`src/rtl/adc_serial_cfg_pkg.sv`:
```
// Shared ADC package: serial-port word layout, ADS5282 register constants
// and the transmitter state encoding.
package adc_serial_cfg_pkg;

  localparam int ADC_CFG_W  = 24;
  localparam int ADC_ADDR_W = 8;
  localparam int ADC_DATA_W = 16;

  // ADS5282 software-reset register address
  localparam logic [ADC_ADDR_W-1:0] ADS_RST_ADDR = 8'h00;

  // IDLE must stay all-zero so the reset value of the state register is IDLE
  typedef enum logic [2:0] {
    ST_IDLE  = 3'd0,
    ST_SETUP = 3'd1,
    ST_SHIFT = 3'd2,
    ST_HOLD  = 3'd3,
    ST_DONE  = 3'd4
  } cfg_state_e;

  function automatic logic [ADC_CFG_W-1:0] adc_cfg_pack(
    input logic [ADC_ADDR_W-1:0] addr,
    input logic [ADC_DATA_W-1:0] data
  );
    return {addr, data};
  endfunction

endpackage

```
`src/rtl/adc_serial_cfg_sclk_tick.sv`:
```
// SCLK half-period timer: down-counter that pulses tick once every CLK_DIV
// enabled cycles. Held at its load value while disabled or cleared, so the
// first half-period after enable is always a full CLK_DIV cycles long.
module adc_sclk_tick #(
  parameter int CLK_DIV = 4
) (
  input  logic clk,
  input  logic rstb,
  input  logic clr,
  input  logic en,
  output logic tick
);

  localparam logic [7:0] DIV_LD = 8'(CLK_DIV - 1);

  logic [7:0] div_cnt;

  assign tick = en && !clr && (div_cnt == 8'd0);

  // Reload on terminal count, otherwise count down while enabled
  always_ff @(posedge clk or negedge rstb) begin
    if (!rstb) begin
      div_cnt <= DIV_LD;
    end else if (clr || !en || div_cnt == 8'd0) begin
      div_cnt <= DIV_LD;
    end else begin
      div_cnt <= div_cnt - 8'd1;
    end
  end

endmodule

```
`src/rtl/adc_serial_cfg.sv`:
```
// ADS5282 serial-port transmitter: shifts one 24-bit {addr, data} word
// MSB-first on sen_n/sclk/sdata and answers with a one-cycle end_conf.
//
// state    | meaning
// ---------+-------------------------------------------------------------
// ST_IDLE  | sen_n high, waiting for start
// ST_SETUP | sen_n low, MSB on sdata, CS_SETUP cycles before first sclk rise
// ST_SHIFT | 24 sclk periods, sdata advances with each sclk rise
// ST_HOLD  | sen_n low, sclk low, CS_HOLD cycles after last sclk fall
// ST_DONE  | sen_n high, end_conf pulse, one cycle
//
// Pin outputs are registered from the current state, so they trail the
// state register by one cycle; abort bypasses that lag and idles the pins
// on the same edge it is sampled.
module adc_serial_cfg
  import adc_serial_cfg_pkg::*;
#(
  parameter int CLK_DIV  = 4,
  parameter int CS_SETUP = 2,
  parameter int CS_HOLD  = 2
) (
  input  logic                 clk,
  input  logic                 rstb,
  input  logic                 start,
  input  logic [ADC_CFG_W-1:0] cfg_word,
  input  logic                 abort,
  output logic                 busy,
  output logic                 end_conf,
  output logic                 sen_n,
  output logic                 sclk,
  output logic                 sdata
);

  localparam logic [3:0] SETUP_LD = 4'(CS_SETUP - 1);
  localparam logic [3:0] HOLD_LD  = 4'(CS_HOLD - 1);
  localparam logic [4:0] LAST_BIT = 5'(ADC_CFG_W - 1);

  cfg_state_e           state_q;
  cfg_state_e           state_d;
  logic [ADC_CFG_W-1:0] shreg_q;
  logic [4:0]           bit_cnt_q;
  logic [3:0]           tmr_q;
  logic                 phase_hi_q;
  logic                 tick;
  logic                 tick_clr;
  logic                 tick_en;
  logic                 period_end;

  assign tick_clr   = (state_q == ST_IDLE) || abort;
  assign tick_en    = (state_q == ST_SHIFT);
  assign period_end = tick && !phase_hi_q;

  adc_sclk_tick #(
    .CLK_DIV (CLK_DIV)
  ) u_sclk_tick (
    .clk  (clk),
    .rstb (rstb),
    .clr  (tick_clr),
    .en   (tick_en),
    .tick (tick)
  );

  // State register
  always_ff @(posedge clk or negedge rstb) begin
    if (!rstb) begin
      state_q <= ST_IDLE;
    end else begin
      state_q <= state_d;
    end
  end

  // Next-state decode; abort overrides everything, including a start in IDLE
  always_comb begin
    state_d = state_q;
    if (abort) begin
      state_d = ST_IDLE;
    end else begin
      case (state_q)
        ST_IDLE:  if (start) state_d = ST_SETUP;
        ST_SETUP: if (tmr_q == 4'd0) state_d = ST_SHIFT;
        ST_SHIFT: if (period_end && bit_cnt_q == LAST_BIT) state_d = ST_HOLD;
        ST_HOLD:  if (tmr_q == 4'd0) state_d = ST_DONE;
        ST_DONE:  state_d = ST_IDLE;
        default:  state_d = ST_IDLE;
      endcase
    end
  end

  // Shift register, bit counter, setup/hold timer and sclk phase
  always_ff @(posedge clk or negedge rstb) begin
    if (!rstb) begin
      shreg_q    <= '0;
      bit_cnt_q  <= 5'd0;
      tmr_q      <= 4'd0;
      phase_hi_q <= 1'b0;
    end else begin
      case (state_q)
        ST_IDLE: begin
          if (start && !abort) begin
            shreg_q   <= cfg_word;
            bit_cnt_q <= 5'd0;
            tmr_q     <= SETUP_LD;
          end
        end
        ST_SETUP: begin
          phase_hi_q <= 1'b1;
          if (tmr_q != 4'd0) tmr_q <= tmr_q - 4'd1;
        end
        ST_SHIFT: begin
          tmr_q <= HOLD_LD;
          if (tick) phase_hi_q <= ~phase_hi_q;
          if (period_end) begin
            shreg_q <= {shreg_q[ADC_CFG_W-2:0], 1'b0};
            if (bit_cnt_q != LAST_BIT) bit_cnt_q <= bit_cnt_q + 5'd1;
          end
        end
        ST_HOLD: begin
          if (tmr_q != 4'd0) tmr_q <= tmr_q - 4'd1;
        end
        default: begin
          phase_hi_q <= 1'b0;
        end
      endcase
    end
  end

  // Registered pin and handshake outputs, decoded from the current state
  always_ff @(posedge clk or negedge rstb) begin
    if (!rstb) begin
      sen_n    <= 1'b1;
      sclk     <= 1'b0;
      sdata    <= 1'b0;
      busy     <= 1'b0;
      end_conf <= 1'b0;
    end else if (abort) begin
      sen_n    <= 1'b1;
      sclk     <= 1'b0;
      sdata    <= 1'b0;
      busy     <= 1'b0;
      end_conf <= 1'b0;
    end else begin
      case (state_q)
        ST_SETUP, ST_HOLD: begin
          sen_n    <= 1'b0;
          sclk     <= 1'b0;
          sdata    <= shreg_q[ADC_CFG_W-1];
          busy     <= 1'b1;
          end_conf <= 1'b0;
        end
        ST_SHIFT: begin
          sen_n    <= 1'b0;
          sclk     <= phase_hi_q;
          sdata    <= shreg_q[ADC_CFG_W-1];
          busy     <= 1'b1;
          end_conf <= 1'b0;
        end
        ST_DONE: begin
          sen_n    <= 1'b1;
          sclk     <= 1'b0;
          sdata    <= 1'b0;
          busy     <= 1'b1;
          end_conf <= 1'b1;
        end
        default: begin
          sen_n    <= 1'b1;
          sclk     <= 1'b0;
          sdata    <= 1'b0;
          busy     <= 1'b0;
          end_conf <= 1'b0;
        end
      endcase
    end
  end

endmodule

```
`config.mk`:
```
export PLATFORM = sky130hd
export DESIGN_NAME = adc_serial_cfg
export DESIGN_NICKNAME = d
export VERILOG_FILES = /design/src/rtl/adc_serial_cfg_pkg.sv /design/src/rtl/adc_serial_cfg_sclk_tick.sv /design/src/rtl/adc_serial_cfg.sv
export SDC_FILE = /design/constraint.sdc
export NUM_CORES = 1
export LEC_CHECK = 0
export ABC_AREA = 1
export CAP_MARGIN = 20
export CORE_ASPECT_RATIO = 1.1
export CORE_MARGIN = 3
export CORE_UTILIZATION = 47
export DETAILED_ROUTE_END_ITERATION = 12
export GPL_ROUTABILITY_DRIVEN = 0
export PLACE_DENSITY = 0.72
export SYNTH_ARGS = -nofsm -noshare
export SYNTH_HDL_FRONTEND = slang
export SYNTH_HIERARCHICAL = 1
export SYNTH_SLANG_ARGS = --single-unit
```
`constraint.sdc`:
```
create_clock -name clk -period 2.3 [get_ports clk]
set_clock_uncertainty 0.1 [all_clocks]
set_input_delay 0.345 -clock clk [delete_from_list [all_inputs] [get_ports clk]]
set_output_delay 0.345 -clock clk [all_outputs]
set_load 0.005 [all_outputs]
```
### Yosys cells after proc, flatten, opt, wreduce, memory -nomap -nowiden

Index checks and enable logic that the tools add are counted.

| storage, ports and cells | value |
|---|---|
| bits of input ports | 28 |
| word-level logic and storage cells | 87 |
| register bits | 50 |

| operators by class | value |
|---|---|
| $add $sub $neg | 3 |
| reduce and logical (&&, ||, !) cells | 27 |
| bitwise operators | 2 |
| mux-type cells | 29 |
| equal/unequal tests | 15 |

Operators with widths:

| kind | count |
|---|---|
| $mux W24 | 2 |
| $pmux W24 S2 | 1 |
| $mux W3 | 5 |
| $mux W5 | 3 |
| $ne A3 B3 Y1 const B | 4 |
| $pmux W3 S4 | 1 |
| $pmux W4 S3 | 1 |
| $mux W1 | 11 |
| $pmux W5 S2 | 1 |
| $logic_not A8 Y1 | 1 |
| $mux W4 | 2 |
| $mux W8 | 1 |
| $reduce_and A4 Y1 | 2 |
| $sub A8 B1 Y8 const B | 1 |
| $eq A3 B2 Y1 const B | 2 |
| $ne A2 B2 Y1 const B | 3 |
| $reduce_and A3 Y1 | 2 |
| $add A5 B1 Y5 const B | 1 |
| $eq A5 B5 Y1 const B | 1 |
| $logic_and A1 B1 Y1 | 5 |
| $ne A5 B5 Y1 const B | 1 |
| $logic_not A1 Y1 | 4 |
| $logic_not A4 Y1 | 1 |
| $ne A2 B1 Y1 const B | 2 |
| other kinds (14) | 18 |

### Depth between registers and ports, before layout

| logic depth | value |
|---|---|
| word-level depth | 10 |
| mapped depth | 12 |

### Hierarchy

The synthesis kept the hierarchy.

Modules (own cells, without submodules):

| module | instances | seq. area each (µm²) | cells each | area an instance (µm²) |
|---|---|---|---|---|
| adc_serial_cfg | 1 | 1052.3 | 304 | 2149.6 |
| adc_sclk_tick | 1 | 202.7 | 51 | 430.4 |

### Worst setup path after synthesis

No wires, ideal clock.

| timing path | value |
|---|---|
| path type | reg-to-reg |
| start | register state_q[0] |
| end | register shreg_q[1] |
| period minus slack after synthesis | 2.199 ns |
| arrival | 1.982 ns |
| path buffers | 2 |
| path slack | 0.101 ns |
| cell stages (with the launch flop) | 11 |
| cells stage by stage | dfrtp_1 nor3_2 buf_2 inv_1 nor3_1 nand2_1 a21oi_1 nand2_2 clkbuf_1 nand2_1 nand2_1 |

RTL lines:

| element | line | source |
|---|---|---|
| from (decl) | adc_serial_cfg.sv:38 | `cfg_state_e state_q;` |
| from (signal assigned) | adc_serial_cfg.sv:68 | `state_q <= state_d;` |
| $eq A3 B2 Y1 | adc_serial_cfg.sv:50 | `assign tick_en = (state_q == ST_SHIFT);` |
| net tick_en | adc_serial_cfg.sv:46 | `logic tick_en;` |
| $logic_and A1 B1 Y1 (2 in a row) | adc_serial_cfg_sclk_tick.sv:18 | `assign tick = en && !clr && (div_cnt == 8'd0);` |
| net tick | adc_serial_cfg.sv:44 | `logic tick;` |
| $logic_and A1 B1 Y1 | adc_serial_cfg.sv:51 | `assign period_end = tick && !phase_hi_q;` |
| $ne A2 B2 Y1 (no source line) | -- |  |
| $reduce_and A3 Y1 (no source line) | -- |  |
| to (signal assigned) | adc_serial_cfg.sv:100 | `shreg_q <= cfg_word;` |
| to (signal assigned) | adc_serial_cfg.sv:113 | `shreg_q <= {shreg_q[ADC_CFG_W-2:0], 1'b0};` |
| to (decl) | adc_serial_cfg.sv:40 | `logic [ADC_CFG_W-1:0] shreg_q;` |

The timed path passes the listed nets, and every way through them passes these cells.
A chain may end at the register's enable or synchronous reset.

### Worst setup path in the final report

| timing path | value |
|---|---|
| start | register u_sclk_tick.div_cnt[0] |
| end | register bit_cnt_q[0] |

| between the ends | value |
|---|---|
| word-level cells in the longest chain between the ends | 5 |

Ends and longest elaborated chain:

| element | line | source |
|---|---|---|
| from (decl) | adc_serial_cfg_sclk_tick.sv:16 | `logic [7:0] div_cnt;` |
| from (signal assigned) | adc_serial_cfg_sclk_tick.sv:27 | `div_cnt <= div_cnt - 8'd1;` |
| $logic_not A8 Y1 | adc_serial_cfg_sclk_tick.sv:18 |  |
| $logic_and A1 B1 Y1 | adc_serial_cfg_sclk_tick.sv:18 |  |
| net tick | adc_serial_cfg.sv:44 |  |
| $logic_and A1 B1 Y1 | adc_serial_cfg.sv:51 |  |
| $ne A2 B2 Y1 (no source line) | -- |  |
| $reduce_and A4 Y1 (no source line) | -- |  |
| to (signal assigned) | adc_serial_cfg.sv:114 | `if (bit_cnt_q != LAST_BIT) bit_cnt_q <= bit_cnt_q + 5'd1;` |
| to (decl) | adc_serial_cfg.sv:41 | `logic [4:0] bit_cnt_q;` |

The timed path passes the listed nets, and every way through them passes these cells.

==> results by stage <==
Routing:
- The detailed-route via count is 2254.
- The final routed wire length divided by cell count is around 11 um.
- For this run, the detailed router's first-pass iteration total came to 4.
- The post-detailed-route via-to-cell ratio is between 4 and 5.
- The total detailed-routing wirelength is roughly 5200 um.
- The count of nets left with antenna violations once routing finished came out at 0.
- In this run, the number of DRC markers left after iteration 0 of detailed routing was 149.
- In the routed design, unresolved DRC markers number 0.

Cells and area:
- The fraction of the core area covered by cells at the end of the flow is 0.610.
- At the end of the flow, the number of nets in the layout was 428.
- The most frequent standard cell in the layout excluding fill and tap cells is sky130_fd_sc_hd__nand2_1.
- The number of antenna diodes in the final layout is 0.
- The fill cell instance count of the final layout is 500.
- The area growth from synthesis to layout is 22.2%.
- The share of cells above drive strength 1 is 0.0856.
- In the layout the commonest cells are sky130_fd_sc_hd__nand2_1, sky130_fd_sc_hd__dfrtp_1, sky130_fd_sc_hd__clkdlybuf4s50_1.

Yosys:
- The synthesized cell area is 2580 um2.
- For this run, the number of Yosys warnings is 6.
- In this run, distinct cell masters in the synthesized netlist total 25.
- The number of storage elements in the synthesis netlist is 50.
- The number of instances in the synthesized netlist is 355.
- Counting every net in the synthesized netlist gives 387.
- The part of the Yosys area used for sequential elements is 0.486.
- Each instance of the synthesized netlist takes up on average between 7 and 8 um2.

Worst setup path:
- The reg-to-reg endpoint is bit_cnt_q[0].
- The cell repeated most along the worst path is sky130_fd_sc_hd__nand2_1.
- Of all nets on the critical path, the largest fanout is 5.
- The setup path with the least slack is of type reg -> reg.
- The cell family contributing the most delay on the critical path is simple AND/OR/NAND/NOR gates.
- The number of buffer and inverter stages on the critical path is 2.
- Walking the worst path, the cells encountered are inv_1, ha_1, nand4_2, nor3_2, nand2_1, a21oi_1, buf_4, nand3_1, nand2_1, nand2_1.
- The kind of start point of the critical path is a register.
- The beginning of the critical path is u_sclk_tick/div_cnt[0].
- The maximum cell stage delay along the critical path is 0.37 ns.
- The startpoint identified for the worst register-to-register timing path is u_sclk_tick/div_cnt[0].
- The register-to-register path setup slack is 0.23 ns.
- Among all stages on the critical path, the largest delay is contributed by sky130_fd_sc_hd__dfstp_2.
- The kind of capture point of the worst setup path is a register.
- The data required time of the worst path is between 2 and 2.5 ns.
- The worst-case reg-to-reg path depth is 10.
- Data arrives at the worst endpoint at around 2.2 ns.

Timing:
- The transition time at the pin with the least slew margin is around 0.58 ns.
- Static timing analysis puts the maximum clock frequency at approximately 480 MHz.
- Setup repair after global routing left no endpoint under its margin.
- The setup TNS after final layout is 0 ns.
- The final-report max-slew violation count is 0.
- The setup-violating endpoint count in the final report is 0.
- Headroom to the max-slew limit came out at 0.612.
- The post-layout minimum cycle time is a little over 2 ns.
- The number of hold-slack violations in the final timing report is 0.
- The final worst-path cycle share is 0.899.

CTS:
- The setup fix buffers added after clock tree synthesis is 0.
- The total clock sinks is 50.
- The clock network latency to the later pin of the worst-skew pair is 0.30 ns.
- The H-tree was split into 2 levels.
- The clock tree from TritonCTS is yes.
- The master cell of the clock root buffer is sky130_fd_sc_hd__clkbuf_8.
- The clock transition at the registers of the reported paths is 0.08 ns.
- Clock tree synthesis inserted a total of 5 buffers.
- The maximum clock insertion buffer count is 2.

Flow run:
- Max-cap violations in this run came to 0.

Global route:
- The number of global-route vias before repair came to 2179.
- In the global route stage, overall resource usage came out at 0.173.
- The first-pass GRT wire length is slightly above 9000 um.
- The total overflow left after global routing is 0.
- The pin count of the biggest net entering global routing is 51.
- The initial antenna violation count is 0.

Hold path:
- The startpoint identified for the worst hold timing path is u_sclk_tick/div_cnt[0].
- The class of the worst hold path is reg -> reg.
- The worst hold endpoint is u_sclk_tick/div_cnt[0].
- The instance count along the most critical hold path is 1.

Die:
- The top-level port count is 33.
- The die width is ~77 um.
- The area of the placeable core is approximately 5200 um2.
- Row generation in the floorplan step produced 27 rows.
- The overall die height is 83.7 um.
- The floorplan step defined a die boundary enclosing 6420 um2.
- The initial utilization of the core area, before any placement, comes to 0.499.

Placed design:
- The placed wire-length estimate after detailed placement is 3720 um.
- Port buffering added 32 buffers.

Outcome:
- The run finished with clean final reports.

Power:
- The worst ir drop on vdd is 0.499 mV.
- The leakage power is about 0.0016 uW.
- Power spread over the standard cell area amounts to 1090 nW/um2.
[layout make-up]
type	instances	area [um2]	share of cell area
Inverter	28	105	0.0333
Timing Repair Buffer	43	413	0.131
Sequential cell	50	1250	0.398
Tap cell	72	90.1	0.0286
Multi-Input combinational cell	268	1180	0.374
Clock buffer	8	110	0.0349
[worst max-delay path by stage]
stage	end	slack, ns	cells past startpoint
after floorplan	shreg_q[1]	0.10	10
after global placement	bit_cnt_q[2]	0.16	10
after detailed placement	bit_cnt_q[4]	0.1	10
after CTS	bit_cnt_q[3]	0.13	10
after global routing	shreg_q[8]	0.03	11
final	bit_cnt_q[0]	0.23	10
[metrics by stage]
step	hold slack, ns	total power [uW]	area (um2)	instances	worst slack, ns
2_1_floorplan	-0.0506	2420	2580	355	0.101
3_3_place_gp	0.255	2820	3030	460	0.165
3_5_place_dp	0.253	2860	3030	460	0.0978
4_1_cts	0.378	3460	3150	469	0.130
5_1_grt	0.384	3760	3150	469	0.0343
6_report	0.375	3420	3150	469	0.232
[registers in the layout, indices dropped and copies added (netlist names)]
name,cells
bit_cnt_q,5
busy,1
end_conf,1
phase_hi_q,1
sclk,1
sdata,1
sen_n,1
shreg_q,24
state_q,3
tmr_q,4
u_sclk_tick/div_cnt,8
[synth_stat cells]
master                     instances  area share
sky130_fd_sc_hd__nand2_1         180        0.26
sky130_fd_sc_hd__dfrtp_1          47        0.46
sky130_fd_sc_hd__inv_1            27       0.039
sky130_fd_sc_hd__nor2_1           25       0.036
sky130_fd_sc_hd__nand3_1          15       0.029
sky130_fd_sc_hd__o21ai_0          10       0.019
sky130_fd_sc_hd__nand4_1           6       0.015
sky130_fd_sc_hd__a21oi_1           5      0.0097
sky130_fd_sc_hd__buf_2             5      0.0097
sky130_fd_sc_hd__nor3_1            5      0.0097
sky130_fd_sc_hd__ha_1              4       0.019
sky130_fd_sc_hd__xor2_1            4       0.014
sky130_fd_sc_hd__dfstp_2           3       0.031
sky130_fd_sc_hd__nand2_2           3      0.0073
sky130_fd_sc_hd__nor2_2            3      0.0073
sky130_fd_sc_hd__buf_4             2      0.0058
sky130_fd_sc_hd__clkbuf_1          2      0.0029
sky130_fd_sc_hd__o21bai_1          2      0.0058
sky130_fd_sc_hd__a21boi_0          1      0.0029
sky130_fd_sc_hd__a21oi_2           1      0.0034
sky130_fd_sc_hd__inv_2             1      0.0015
sky130_fd_sc_hd__nand4_2           1      0.0048
sky130_fd_sc_hd__nor3_2            1      0.0039
sky130_fd_sc_hd__o21ai_1           1      0.0019
sky130_fd_sc_hd__xnor2_1           1      0.0034
[worst reg2reg max path, stage by stage, from the launching register on]
cell,delay (ns)
sky130_fd_sc_hd__dfstp_2,0.37
sky130_fd_sc_hd__inv_1,0.14
sky130_fd_sc_hd__ha_1,0.19
sky130_fd_sc_hd__nand4_2,0.17
sky130_fd_sc_hd__nor3_2,0.20
sky130_fd_sc_hd__nand2_1,0.09
sky130_fd_sc_hd__a21oi_1,0.22
sky130_fd_sc_hd__buf_4,0.15
sky130_fd_sc_hd__nand3_1,0.18
sky130_fd_sc_hd__nand2_1,0.12
sky130_fd_sc_hd__nand2_1,0.05
[report_power, final]
| group | total [uW] | switching [uW] | internal (uW) |
|---|---|---|---|
| combinational | 1500 | 954 | 541 |
| clock | 576 | 272 | 304 |
| sequential | 1350 | 164 | 1190 |
[per-layer routing]
| layer | routed length, um | global-route usage |
|---|---|---|
| met5 | 0 | 0 |
| met4 | 17 | 0.0428 |
| met3 | 192 | 0.0400 |
| met2 | 2510 | 0.293 |
| met1 | 2490 | 0.223 |
[logic make-up (layout without fill, tap and decap cells)]
group / count (synthesis) / after routing / share of synthesized area
and+or+nand+nor: 239 / 239 / 0.375
DFF: 50 / 50 / 0.486
buffers and inverters: 37 / 79 / 0.0592
AOI/OAI and AO/OA: 20 / 20 / 0.0432
xor gates and xnor gates: 5 / 5 / 0.0170
adders and majority gates: 4 / 4 / 0.0194
[repair_timing]
action,4_1_cts,5_1_grt
endpoints found under the hold margin,47,0
hold buffers,1,0
gates resized for setup,0,2
endpoints found under the setup margin,0,27
(Power assumes the default switching activity.)
